File: src/rtl/shift_amount_gen_pkg.sv
// shift_amount_gen_pkg: FSM state encoding and shift-direction constants shared by
// the normalization shift-amount generator and the shifter control FSM.
package shift_amount_gen_pkg;
    typedef enum logic [1:0] {IDLE, CHECK, SCAN, DONE} state_t;
    localparam logic DIR_LEFT  = 1'b1;
    localparam logic DIR_RIGHT = 1'b0;
endpackage

File: src/rtl/shift_amount_gen_lzd_group.sv
// lzd_group: combinational leading-zero count over one GW-bit group (MSB first),
// with an all-zero flag.
module lzd_group #(
    parameter int GW = 4,
    parameter int EW = 8
) (
    input  logic [GW-1:0] group,
    output logic          zero,
    output logic [EW-1:0] count
);
    logic hit;
    assign zero = ~|group;
    always_comb begin
        hit   = 1'b0;
        count = '0;
        for (int i = GW - 1; i >= 0; i--) begin
            hit   = hit | group[i];
            count = count + EW'(!hit);
        end
    end
endmodule

File: src/rtl/shift_amount_gen.sv
// shift_amount_gen: multi-cycle normalization shift-amount generator; scans the
// mantissa GW bits per cycle for the leading one and reports shift, direction, zero.
module shift_amount_gen
    import shift_amount_gen_pkg::*;
#(
    parameter int SW = 32,
    parameter int EW = 8,
    parameter int GW = 4
) (
    input  logic          clk,
    input  logic          rst,
    input  logic          start_i,
    input  logic [SW-1:0] Data_i,
    output logic          busy_o,
    output logic          ready_o,
    output logic [EW-1:0] Shift_Value_o,
    output logic          FSM_left_right_o,
    output logic          zero_o
);
    state_t           state;
    logic [SW-1:0]    work;
    logic [EW-1:0]    count;
    logic [SW+GW-2:0] ext;
    logic [GW-1:0]    group;
    logic             group_zero;
    logic [EW-1:0]    group_count;

    // Zero-pad below bit 0 so a final partial group is still GW bits wide.
    assign ext   = {work[SW-2:0], GW'(0)};
    assign group = ext[SW+GW-2 -: GW];

    lzd_group #(.GW(GW), .EW(EW)) u_lzd (
        .group (group),
        .zero  (group_zero),
        .count (group_count)
    );

    always_ff @(posedge clk or posedge rst) begin
        if (rst) begin
            state            <= IDLE;
            work             <= '0;
            count            <= '0;
            busy_o           <= 1'b0;
            ready_o          <= 1'b0;
            Shift_Value_o    <= '0;
            FSM_left_right_o <= 1'b0;
            zero_o           <= 1'b0;
        end else begin
            ready_o <= 1'b0;
            case (state)
                IDLE: if (start_i) begin
                    work   <= Data_i;
                    count  <= '0;
                    busy_o <= 1'b1;
                    state  <= CHECK;
                end
                CHECK: if (work[SW-1]) begin
                    Shift_Value_o    <= EW'(1);
                    FSM_left_right_o <= DIR_RIGHT;
                    zero_o           <= 1'b0;
                    ready_o          <= 1'b1;
                    state            <= DONE;
                end else if (work[SW-2:0] == '0) begin
                    Shift_Value_o    <= '0;
                    FSM_left_right_o <= DIR_LEFT;
                    zero_o           <= 1'b1;
                    ready_o          <= 1'b1;
                    state            <= DONE;
                end else begin
                    state <= SCAN;
                end
                SCAN: if (group_zero) begin
                    count <= count + EW'(GW);
                    work  <= {1'b0, work[SW-2:0] << GW};
                end else begin
                    Shift_Value_o    <= count + group_count;
                    FSM_left_right_o <= DIR_LEFT;
                    zero_o           <= 1'b0;
                    ready_o          <= 1'b1;
                    state            <= DONE;
                end
                DONE: begin
                    busy_o <= 1'b0;
                    state  <= IDLE;
                end
                default: state <= IDLE;
            endcase
        end
    end
endmodule

File: config.mk
export PLATFORM = sky130hd
export DESIGN_NAME = shift_amount_gen
export DESIGN_NICKNAME = d
export VERILOG_FILES = /design/src/rtl/shift_amount_gen_pkg.sv /design/src/rtl/shift_amount_gen_lzd_group.sv /design/src/rtl/shift_amount_gen.sv
export SDC_FILE = /design/constraint.sdc
export NUM_CORES = 1
export LEC_CHECK = 0
export CORE_UTILIZATION = 45
export CTS_CLUSTER_DIAMETER = 30
export CTS_CLUSTER_SIZE = 24
export DETAILED_ROUTE_END_ITERATION = 8
export PLACE_DENSITY = 0.7
export SETUP_SLACK_MARGIN = 0.02
export SLEW_MARGIN = 20
export SYNTH_ARGS = -nofsm -noshare
export SYNTH_HDL_FRONTEND = slang
export SYNTH_SLANG_ARGS = --single-unit
File: constraint.sdc
create_clock -name clk -period 3.5 [get_ports clk]
set_input_delay 0.7 -clock clk [delete_from_list [all_inputs] [get_ports clk]]
set_output_delay 0.7 -clock clk [all_outputs]
set_load 0.05 [all_outputs]
; After elaboration in Yosys (flattened, before gate mapping)
; Cells that the tools add are included.
[op_classes]
addsub = 5
mul = 0
div_mod_pow = 0
n_lt_le_gt_ge = 0
n_eq_ne = 7
shifts = 0
n_mux = 27
bitwise_logic = 3
reduce_logical = 14
[op_table]
columns = operator, n
row1 = 2-to-1 mux 32 bit, 2
row2 = one-hot mux 32 bit (2 select lines), 1
row3 = 2-to-1 mux 8 bit, 5
row4 = one-hot mux 8 bit (2 select lines), 2
row5 = zero test 31 bit, 1
row6 = adder 8 x 1 -> 8 bit, 2
row7 = 2-to-1 mux 1 bit, 10
row8 = "adder 8 x 3 -> 8 bit, second input constant", 1
row9 = adder 8 bit, 1
row10 = one-hot mux 1 bit (2 select lines), 4
row11 = one-hot mux 2 bit (4 select lines), 1
row12 = AND reduction 3 bit, 2
row13 = nonzero test 2 bit, 3
row14 = "equality test 2 bit, second input constant", 2
row15 = zero test 1 bit, 4
row16 = 2-to-1 mux 2 bit, 2
row17 = "inequality test 2 bit, second input constant", 2
row18 = AND reduction 2 bit, 2
row19 = OR reduction 4 bit, 1
row20 = "inequality test 3 bit, second input constant", 1
row21 = bitwise OR 1 bit, 3
row22 = adder 1 x 1 -> 2 bit, 1
row23 = "equality test 2 x 1 -> 1 bit, second input constant", 1
row24 = zero test 2 bit, 1
row25 = "inequality test 2 x 1 -> 1 bit, second input constant", 1
[word_totals]
reg_bits = 54
latchBits = 0
ramBits = 0
romBits = 0
in_bits = 35
out_inout_bits = 12
wordCells = 64
memories = 0

; Longest topological paths before layout
; Gate-level depths: netlist (run 1).
[depth]
word_depth = 8
depth_mapped = 11
depth_no_buf = 11

; Modules after synthesis
; From an unflattened synthesis (run 1), not the netlist that was laid out.
[hier_totals]
hier_cells = 268
hier_area_um2 = 2741.4
[modules_own_cells]
columns = mod, instances, cells_per_inst, area_per_inst_um2, seq_area_each_um2
row1 = shift_amount_gen, 1, 254, 2630.0, 1301.2
row2 = lzd_group, 1, 14, 111.4, 0.0

; Worst setup path after synthesis (run 1)
; OpenSTA, ideal clock, no wires.
[synth_timing]
kind = reg2reg
from = reg work[27]
to = reg Shift_Value_o[7]
setup_time_ns = 0.125
t_arrival_ns = 2.309
t_required_ns = 3.375
setup_slack_ns = 1.066
path_stages_with_launch = 10
path_buffers = 0
synth_period_minus_slack_ns = 2.434
cell_sequence = dfrtp_1 or4_4 clkinv_2 ha_1 ha_1 a21o_1 a21oi_1 or3_1 a21boi_0 mux2_4
[synth_via]
elab_chain_len = 6
elab_cells_between_ends = 11
cone_classes = add/sub (2) / eq/ne (2) / mux (2) / bitwise (1) / reduce/logical (4)
[synth_rtl]
columns = element, line_no
row1 = "start, declared", shift_amount_gen.sv:21  ; logic [SW-1:0] work;
row2 = "start signal, assigned", shift_amount_gen.sv:52  ; work <= Data_i;
row3 = "start signal, assigned", shift_amount_gen.sv:74  ; work <= {1'b0, work[SW-2:0] << GW};
row4 = bitwise OR 1 bit, shift_amount_gen_lzd_group.sv:17  ; hit = hit | group[i];
row5 = zero test 1 bit, shift_amount_gen_lzd_group.sv:18  ; count = count + EW'(!hit);
row6 = adder 8 x 1 -> 8 bit, shift_amount_gen_lzd_group.sv:18
row7 = adder 8 bit, shift_amount_gen.sv:76  ; Shift_Value_o <= count + group_count;
row8 = 2-to-1 mux 8 bit, shift_amount_gen.sv:72  ; SCAN: if (group_zero) begin
row9 = one-hot mux 8 bit (2 select lines), shift_amount_gen.sv:50  ; case (state)
row10 = "end signal, assigned", shift_amount_gen.sv:76
row11 = "end, declared", shift_amount_gen.sv:16  ; output logic [EW-1:0] Shift_Value_o,
; Parallel ways exist; a longest one is shown, timed or not. The select of a mux whose other input is x is not followed.
; A chain may end at the register's enable or synchronous reset.

; Worst setup path after layout (run 1)
[layout_timing]
from = reg work[28]
to = reg Shift_Value_o[7]
[layout_via]
elab_chain_len = 7
elab_cells_between_ends = 14
cone_classes = add/sub (3) / eq/ne (2) / mux (2) / bitwise (2) / reduce/logical (5)
[layout_rtl]
columns = element, line_no
row1 = bitwise OR 1 bit, shift_amount_gen_lzd_group.sv:17
row2 = zero test 1 bit or bitwise OR 1 bit (tied branches), "shift_amount_gen_lzd_group.sv:18, shift_amount_gen_lzd_group.sv:17"
row3 = adder 8 x 1 -> 8 bit or zero test 1 bit (tied branches), shift_amount_gen_lzd_group.sv:18
row4 = adder 8 x 1 -> 8 bit, shift_amount_gen_lzd_group.sv:18
row5 = adder 8 bit, shift_amount_gen.sv:76
row6 = 2-to-1 mux 8 bit, shift_amount_gen.sv:72
row7 = one-hot mux 8 bit (2 select lines), shift_amount_gen.sv:50
; Parallel ways exist; a longest one is shown, timed or not. The select of a mux whose other input is x is not followed.

==> impl_metrics.py, run 1 <==
metrics = {
    "sta": {
        "setup_viol": 0,
        "skew_ns": 0.01511,
        "fin_crit_ns": 2.626,
        "tns_ns": 0,
        "slew_violations": 0,
        "slew_headroom_pct": 59.03,
        "fin_crit_sh_pct": 75.02,
        "final_hold_viol_count": 0,
        "rsz0062_at_grt": "no",
        "tightest_slew_ns": 0.6090,
        "fmax_mhz": 380.9,
    },
    "pwr": {
        "ir_drop_mv": 0.4084,
        "combPwrFrac_pct": 47.7,
        "switching_share_pct": 42.48,
        "switchingPower_mw": 1.133,
        "share_clk_of_total_power_pct": 13.8,
        "p_int_mw": 1.534,
        "p_seq_share_pct": 38.5,
        "leakage_nw": 1.431,
        "power_density_mw_per_mm2": 788.3,
        "power_mw": 2.667,
    },
    "yosys": {
        "synth_area_leaders": "dfrtp_1, mux2i_1, a21oi_1",
        "synth_fp_nets": 313,
        "synth_cell_types": 38,
        "synth-edff-count": 0,
        "synthArstFlopShare_pct": 100.0,
        "syn_inst": 267,
        "synth_top_area_share_pct": 47.36,
        "synth_top_area_cell": "dfrtp_1",
        "syn-cell-area_sq_mm": 0.002748,
        "synth_top_flop_cell": "dfrtp_1",
        "seq_area_frac_synth_pct": 47.36,
        "yosys_register_bits": 52,
        "yosysWarnings": 0,
        "post_synth.cell_area_avg_sq_um": 10.29,
    },
    "clocking": {
        "clkTransAtPathRegs_ns": 0.09,
        "clk_latency_ns": 0.31,
        "cts_max_level": 2,
        "cts_tree": "done",
        "clockBufferDepth": 2,
        "cts_buffers": 5,
        "postCtsSetupBuffers": 0,
        "cts-root-buf": "clkbuf_8",
        "clock-sinks": 52,
        "ctsHoldBuffers": 0,
        "cts_resized": 0,
    },
    "worst_hold_path": {
        "holdCritPathClass": "flip-flop to flip-flop",
        "worstHoldStart": "FSM_left_right_o",
    },
    "grt": {
        "grt_usage_pct": 19.67,
        "grt_pass1_wl_um": 9687,
        "gr-total-overflow": 0,
        "grt_max_degree": 55,
        "antenna_found_initial": 0,
        "first_global_vias": 2026,
    },
    "status": {
        "status": "finished, final reports clean",
    },
    "die": {
        "fp.coreArea_sq_mm": 0.005921,
        "die_height_um": 80.14,
        "initial_core_util_pct": 46.41,
        "dieWidth_um": 80.14,
        "die_area_sq_mm": 0.006422,
        "fp-row-count": 28,
        "ioPinCount": 47,
    },
    "finish": {
        "area_growth_syn_to_layout_pct": 23.13,
        "nets": 358,
        "multi_input_area_sq_mm": 0.001350,
        "n_fill_cell": 539,
        "num_antenna_cells": 0,
        "drive_gt1_share_pct": 8.626,
        "seq_area_sq_mm": 0.001301,
    },
    "drt": {
        "dr_total_vias": 2099,
        "vias_per_cell": 5.410,
        "wirelength_um": 5687,
        "drt_iter0_drc": 125,
        "ant_nets": 0,
        "drc_errors": 0,
        "firstDrtPassIters": 4,
        "wl_per_cell_um": 14.66,
    },
    "placed_design": {
        "port_buffers": 46,
        "dpl.hpwl_um": 4129,
        "gp_congestion": 0.8412,
    },
    "critical_path": {
        "critPathMaxFanout": 6,
        "critPathKind": "flip-flop to flip-flop",
        "endpoint_kind": "flip-flop",
        "critPathArrivalTime_ns": 2.83,
        "critPathLaunch": "work[28]",
        "critPathLaunchType": "flip-flop",
        "reg2reg_from": "work[28]",
        "required_ns": 3.70,
    },
    "run": {
        "maxCapViolCount": 0,
    },
}
## placed cells by master (no fill, tap or decap), types with 4 or more instances in the layout
master and count:
xnor2_1 4, inv_1 11, mux2i_1 29, clkbuf_8 6
clkdlybuf4s50_1 46, nor2_1 34, buf_4 4, nor4_1 6
a22o_1 7, mux2_4 6, xor2_1 4, nand4_1 8
a21oi_1 29, nor2b_1 4, ha_1 9, nand2_1 12
dfrtp_1 52, o21ai_0 12, nand2b_1 4
## stage by stage
step | util (%) | hold slack [ns] | worst slack (ns) | cell area [sq um] | instances
2_1_floorplan | - | 0.4959 | 1.066 | 2748 | 267
3_3_place_gp | 55.49 | 0.4986 | 0.9627 | 3286 | 380
3_5_place_dp | 55.49 | 0.4971 | 0.8941 | 3286 | 380
4_1_cts | 57.14 | 0.5228 | 0.8722 | 3383 | 388
5_1_grt | 57.14 | 0.5388 | 0.7655 | 3383 | 388
6_report | 57.14 | 0.5196 | 0.8744 | 3383 | 388
## cell usage after synthesis (2+ instances only)
library cell and count:
mux2_4 6, a21boi_0 3, nor2b_1 4, ha_1 10, nand2b_1 4, dfrtp_1 52, nor2_1 34, o21ai_0 12
nand4_1 8, inv_1 12, xor2_1 4, a21oi_1 30, xnor2_1 4, a22o_1 7, clkbuf_1 4, mux2i_1 29
buf_2 6, or3_1 2, nand2_1 12, nor4_1 6
## per-layer routing
metal	GRT usage (%)	up-vias	wire length, um
li1	-	1025	-
met1	25.83	1017	2629
met2	33.08	51	2767
met3	4.091	6	228
met4	4.821	0	61
met5	0	-	0
## power groups by stage
stage	registers [mW]	logic (mW)	clock network, mW
floorplan	1.09	0.910	0
global placement	1.03	1.25	0
detailed placement	1.04	1.28	0
CTS	1.03	1.28	0.377
global route	1.06	1.41	0.399
finish	1.03	1.27	0.369
## worst paths after layout
check / to / slack, ns / cells after the start
min in group asynchronous: count[5] / 0.63 / 2
worst min-delay path: FSM_left_right_o / 0.52 / 1
worst max-delay path: Shift_Value_o[7] / 0.87 / 9
worst min register to register: FSM_left_right_o / 0.52 / 1
max in group asynchronous: work[4] / 2.07 / 3
worst max register to register: Shift_Value_o[7] / 0.87 / 9
## critical path, cell delays in order (launching register included)
cell	delay (ns)
dfrtp_1	0.42
or4_4	0.57
clkinv_2	0.13
ha_1	0.24
ha_1	0.19
a21o_1	0.18
a21oi_1	0.30
or3_1	0.16
a21boi_0	0.08
mux2_4	0.26
## cell families after synthesis
logic type	synth area share (%)
other	0.1365
flip-flops	47.36
AO/OA/AOI/OAI	12.80
buffers and inverters	4.007
XOR/XNOR	2.550
multiplexers	13.84
AND/OR/NAND/NOR	14.03
adder cells (fa/ha/maj)	5.282
## sequential cells by signal, indices dropped and copies added (netlist names)
register	count
FSM_left_right_o	1
count	6
ready_o	1
busy_o	1
Shift_Value_o	8
zero_o	1
state	2
work	32
## final cells by class
type / instances / share of cell area, %
Clock buffer: 6 / 2.441
Clock inverter: 2 / 0.4438
Inverter: 13 / 1.479
Multi-Input combinational cell: 190 / 39.90
Sequential cell: 52 / 38.46
Tap cell: 75 / 2.774
Timing Repair Buffer: 50 / 14.50
(Power assumes the default switching activity.)
==> run 2: changes to the inputs <==
PLACE_DENSITY = 0.72   (was 0.7)
clock period = 2.36 ns   (was 3.5 ns; I/O delays follow)
==> impl_metrics.py, run 2 (synthesis gave the netlist of run 1 again) <==
metrics = {
    "status": {
        "status": "finished, final reports clean",
    },
    "sta": {
        "tightest_slew_ns": 0.5181,
        "fin_crit_sh_pct": 99.30,
        "fin_crit_ns": 2.343,
        "tns_ns": 0,
        "fmax_mhz": 426.7,
        "whs_ns": 0.5184,
        "setup_viol": 0,
        "fin_ws_ns": 0.01653,
        "skew_ns": 0.004296,
        "slew_violations": 0,
        "slew_headroom_pct": 65.14,
        "final_hold_viol_count": 0,
        "rsz0062_at_grt": "yes",
    },
    "critical_path": {
        "cpMaxStageDelayCell": "or4_4",
        "rr_worst_depth": 9,
        "endpoint_kind": "flip-flop",
        "critPathLaunchType": "flip-flop",
        "path_cells": "or4_4 -> clkinv_4 -> ha_1 -> ha_1 -> a21o_1 -> a21oi_4 -> or3_1 -> a21boi_0 -> mux2_4",
        "critPathMaxFanout": 5,
        "path_common_cell": "ha_1",
        "cp.depth": 9,
        "critPathKind": "flip-flop to flip-flop",
        "path_buf_inv": 1,
        "crit_family": "simple AND/OR/NAND/NOR gates",
        "cp_slowest_stage_delay_ns": 0.56,
        "required_ns": 2.56,
        "critPathArrivalTime_ns": 2.54,
    },
    "die": {
        "dieWidth_um": 80.14,
        "die_height_um": 80.14,
        "die_area_sq_mm": 0.006422,
        "fp.coreArea_sq_mm": 0.005921,
        "ioPinCount": 47,
        "fp-row-count": 28,
        "initial_core_util_pct": 46.41,
    },
    "clocking": {
        "cts-root-buf": "clkbuf_8",
        "cts_buffers": 5,
        "clk_latency_ns": 0.30,
        "cts_max_level": 2,
        "clockBufferDepth": 2,
        "clock-sinks": 52,
        "clkTransAtPathRegs_ns": 0.09,
        "cts_tree": "done",
        "ctsHoldBuffers": 0,
    },
    "grt": {
        "first_global_vias": 2075,
        "use_met2_pct": 32.65,
        "grt_pass1_wl_um": 9556,
        "grtUsageMet1_pct": 25.67,
        "gr-total-overflow": 0,
        "grt_util_met3_pct": 2.727,
        "grt_usage_pct": 19.35,
        "antenna_found_initial": 0,
        "busiest_layer": "met2",
        "grt_max_degree": 53,
    },
    "finish": {
        "top_register": "work",
        "mostFrequentLayoutCells": "dfrtp_1, clkdlybuf4s50_1, nor2_1",
        "seq_area_sq_mm": 0.001301,
        "drive_gt1_share_pct": 14.63,
        "nets": 373,
        "multi_input_area_sq_mm": 0.001391,
        "num_antenna_cells": 0,
        "n_fill_cell": 515,
        "area_growth_syn_to_layout_pct": 30.65,
        "final_common_cell": "dfrtp_1",
        "largest_reg_flops": 32,
        "final_util_pct": 60.63,
        "layout_top_registers": "work (32), Shift_Value_o (8), count (6)",
    },
    "pwr": {
        "leakage_nw": 1.528,
        "ir_drop_mv": 0.6239,
        "power_density_mw_per_mm2": 1195,
    },
    "worst_hold_path": {
        "holdCritPathClass": "primary input to async pin",
    },
    "placed_design": {
        "dpl.hpwl_um": 3990,
        "port_buffers": 46,
        "gp_congestion": 0.7976,
        "pre_cts_ws_ns": -0.1324,
    },
    "drt": {
        "firstDrtPassIters": 4,
        "wirelength_um": 5551,
        "drc_errors": 0,
        "vias_per_cell": 5.144,
        "wl_per_cell_um": 13.77,
        "ant_nets": 0,
        "dr_total_vias": 2073,
        "drt_iter0_drc": 70,
    },
    "run": {
        "maxCapViolCount": 0,
    },
}
run 2: changes by cell type in the layout (fill, tap and decap cells not counted), sizes merged:
cell | before | now
buf | 4 | 19
bufinv | 0 | 1
clkinv | 1 | 2
clkinvlp | 2 | 0
run 2: metrics by stage:
stage	cells	area [sq um]	power, mW
after floorplan	267	2755	2.974
after global placement	391	3401	3.519
after detailed placement	391	3401	3.571
after CTS	402	3575	4.280
after global routing	403	3590	4.626
final	403	3590	4.289
run 2: power breakdown:
group          internal, mW  switching (mW)
Sequential             1.24           0.265
Combinational         0.994            1.15
Clock                 0.347           0.296
run 2: final timing paths:
| check | startpoint | to | slack, ns |
|---|---|---|---|
| max | work[29] | Shift_Value_o[7] | 0.02 |
| min | rst | work[30] | 0.52 |
| max reg2reg | work[29] | Shift_Value_o[7] | 0.02 |
| min reg2reg | Shift_Value_o[5] | Shift_Value_o[5] | 0.52 |
| max in group asynchronous | rst | work[7] | 1.60 |
| min in group clk | Shift_Value_o[5] | Shift_Value_o[5] | 0.52 |
run 2: layer usage:
| metal | vias to the layer above | share of wire [%] |
|---|---|---|
| li1 | 1051 | - |
| met1 | 981 | 48 |
| met2 | 35 | 48 |
| met3 | 6 | 2.5 |
| met4 | 0 | 0.99 |
| met5 | - | 0 |
run 2: final cells by class:
class | instances | area share (%)
clock buffers | 6 | 2.300
clock inverters | 2 | 1.081
inverters | 13 | 1.499
multi-input cells | 190 | 38.76
flip-flops and latches | 52 | 36.25
well taps | 75 | 2.614
repair buffers | 65 | 17.50
run 2: timing repair:
action	4_1_cts	5_1_grt
cloned	0	0
resized for setup	8	4
buffers inserted	3	2
pin swaps	6	9
endpoints found under the setup margin	6	10
run 2: worst min-delay path, delay by kind of cell:
| kind | cells | cell delay (ns) |
|---|---|---|
| buf+inv | 3 | 0.74 |
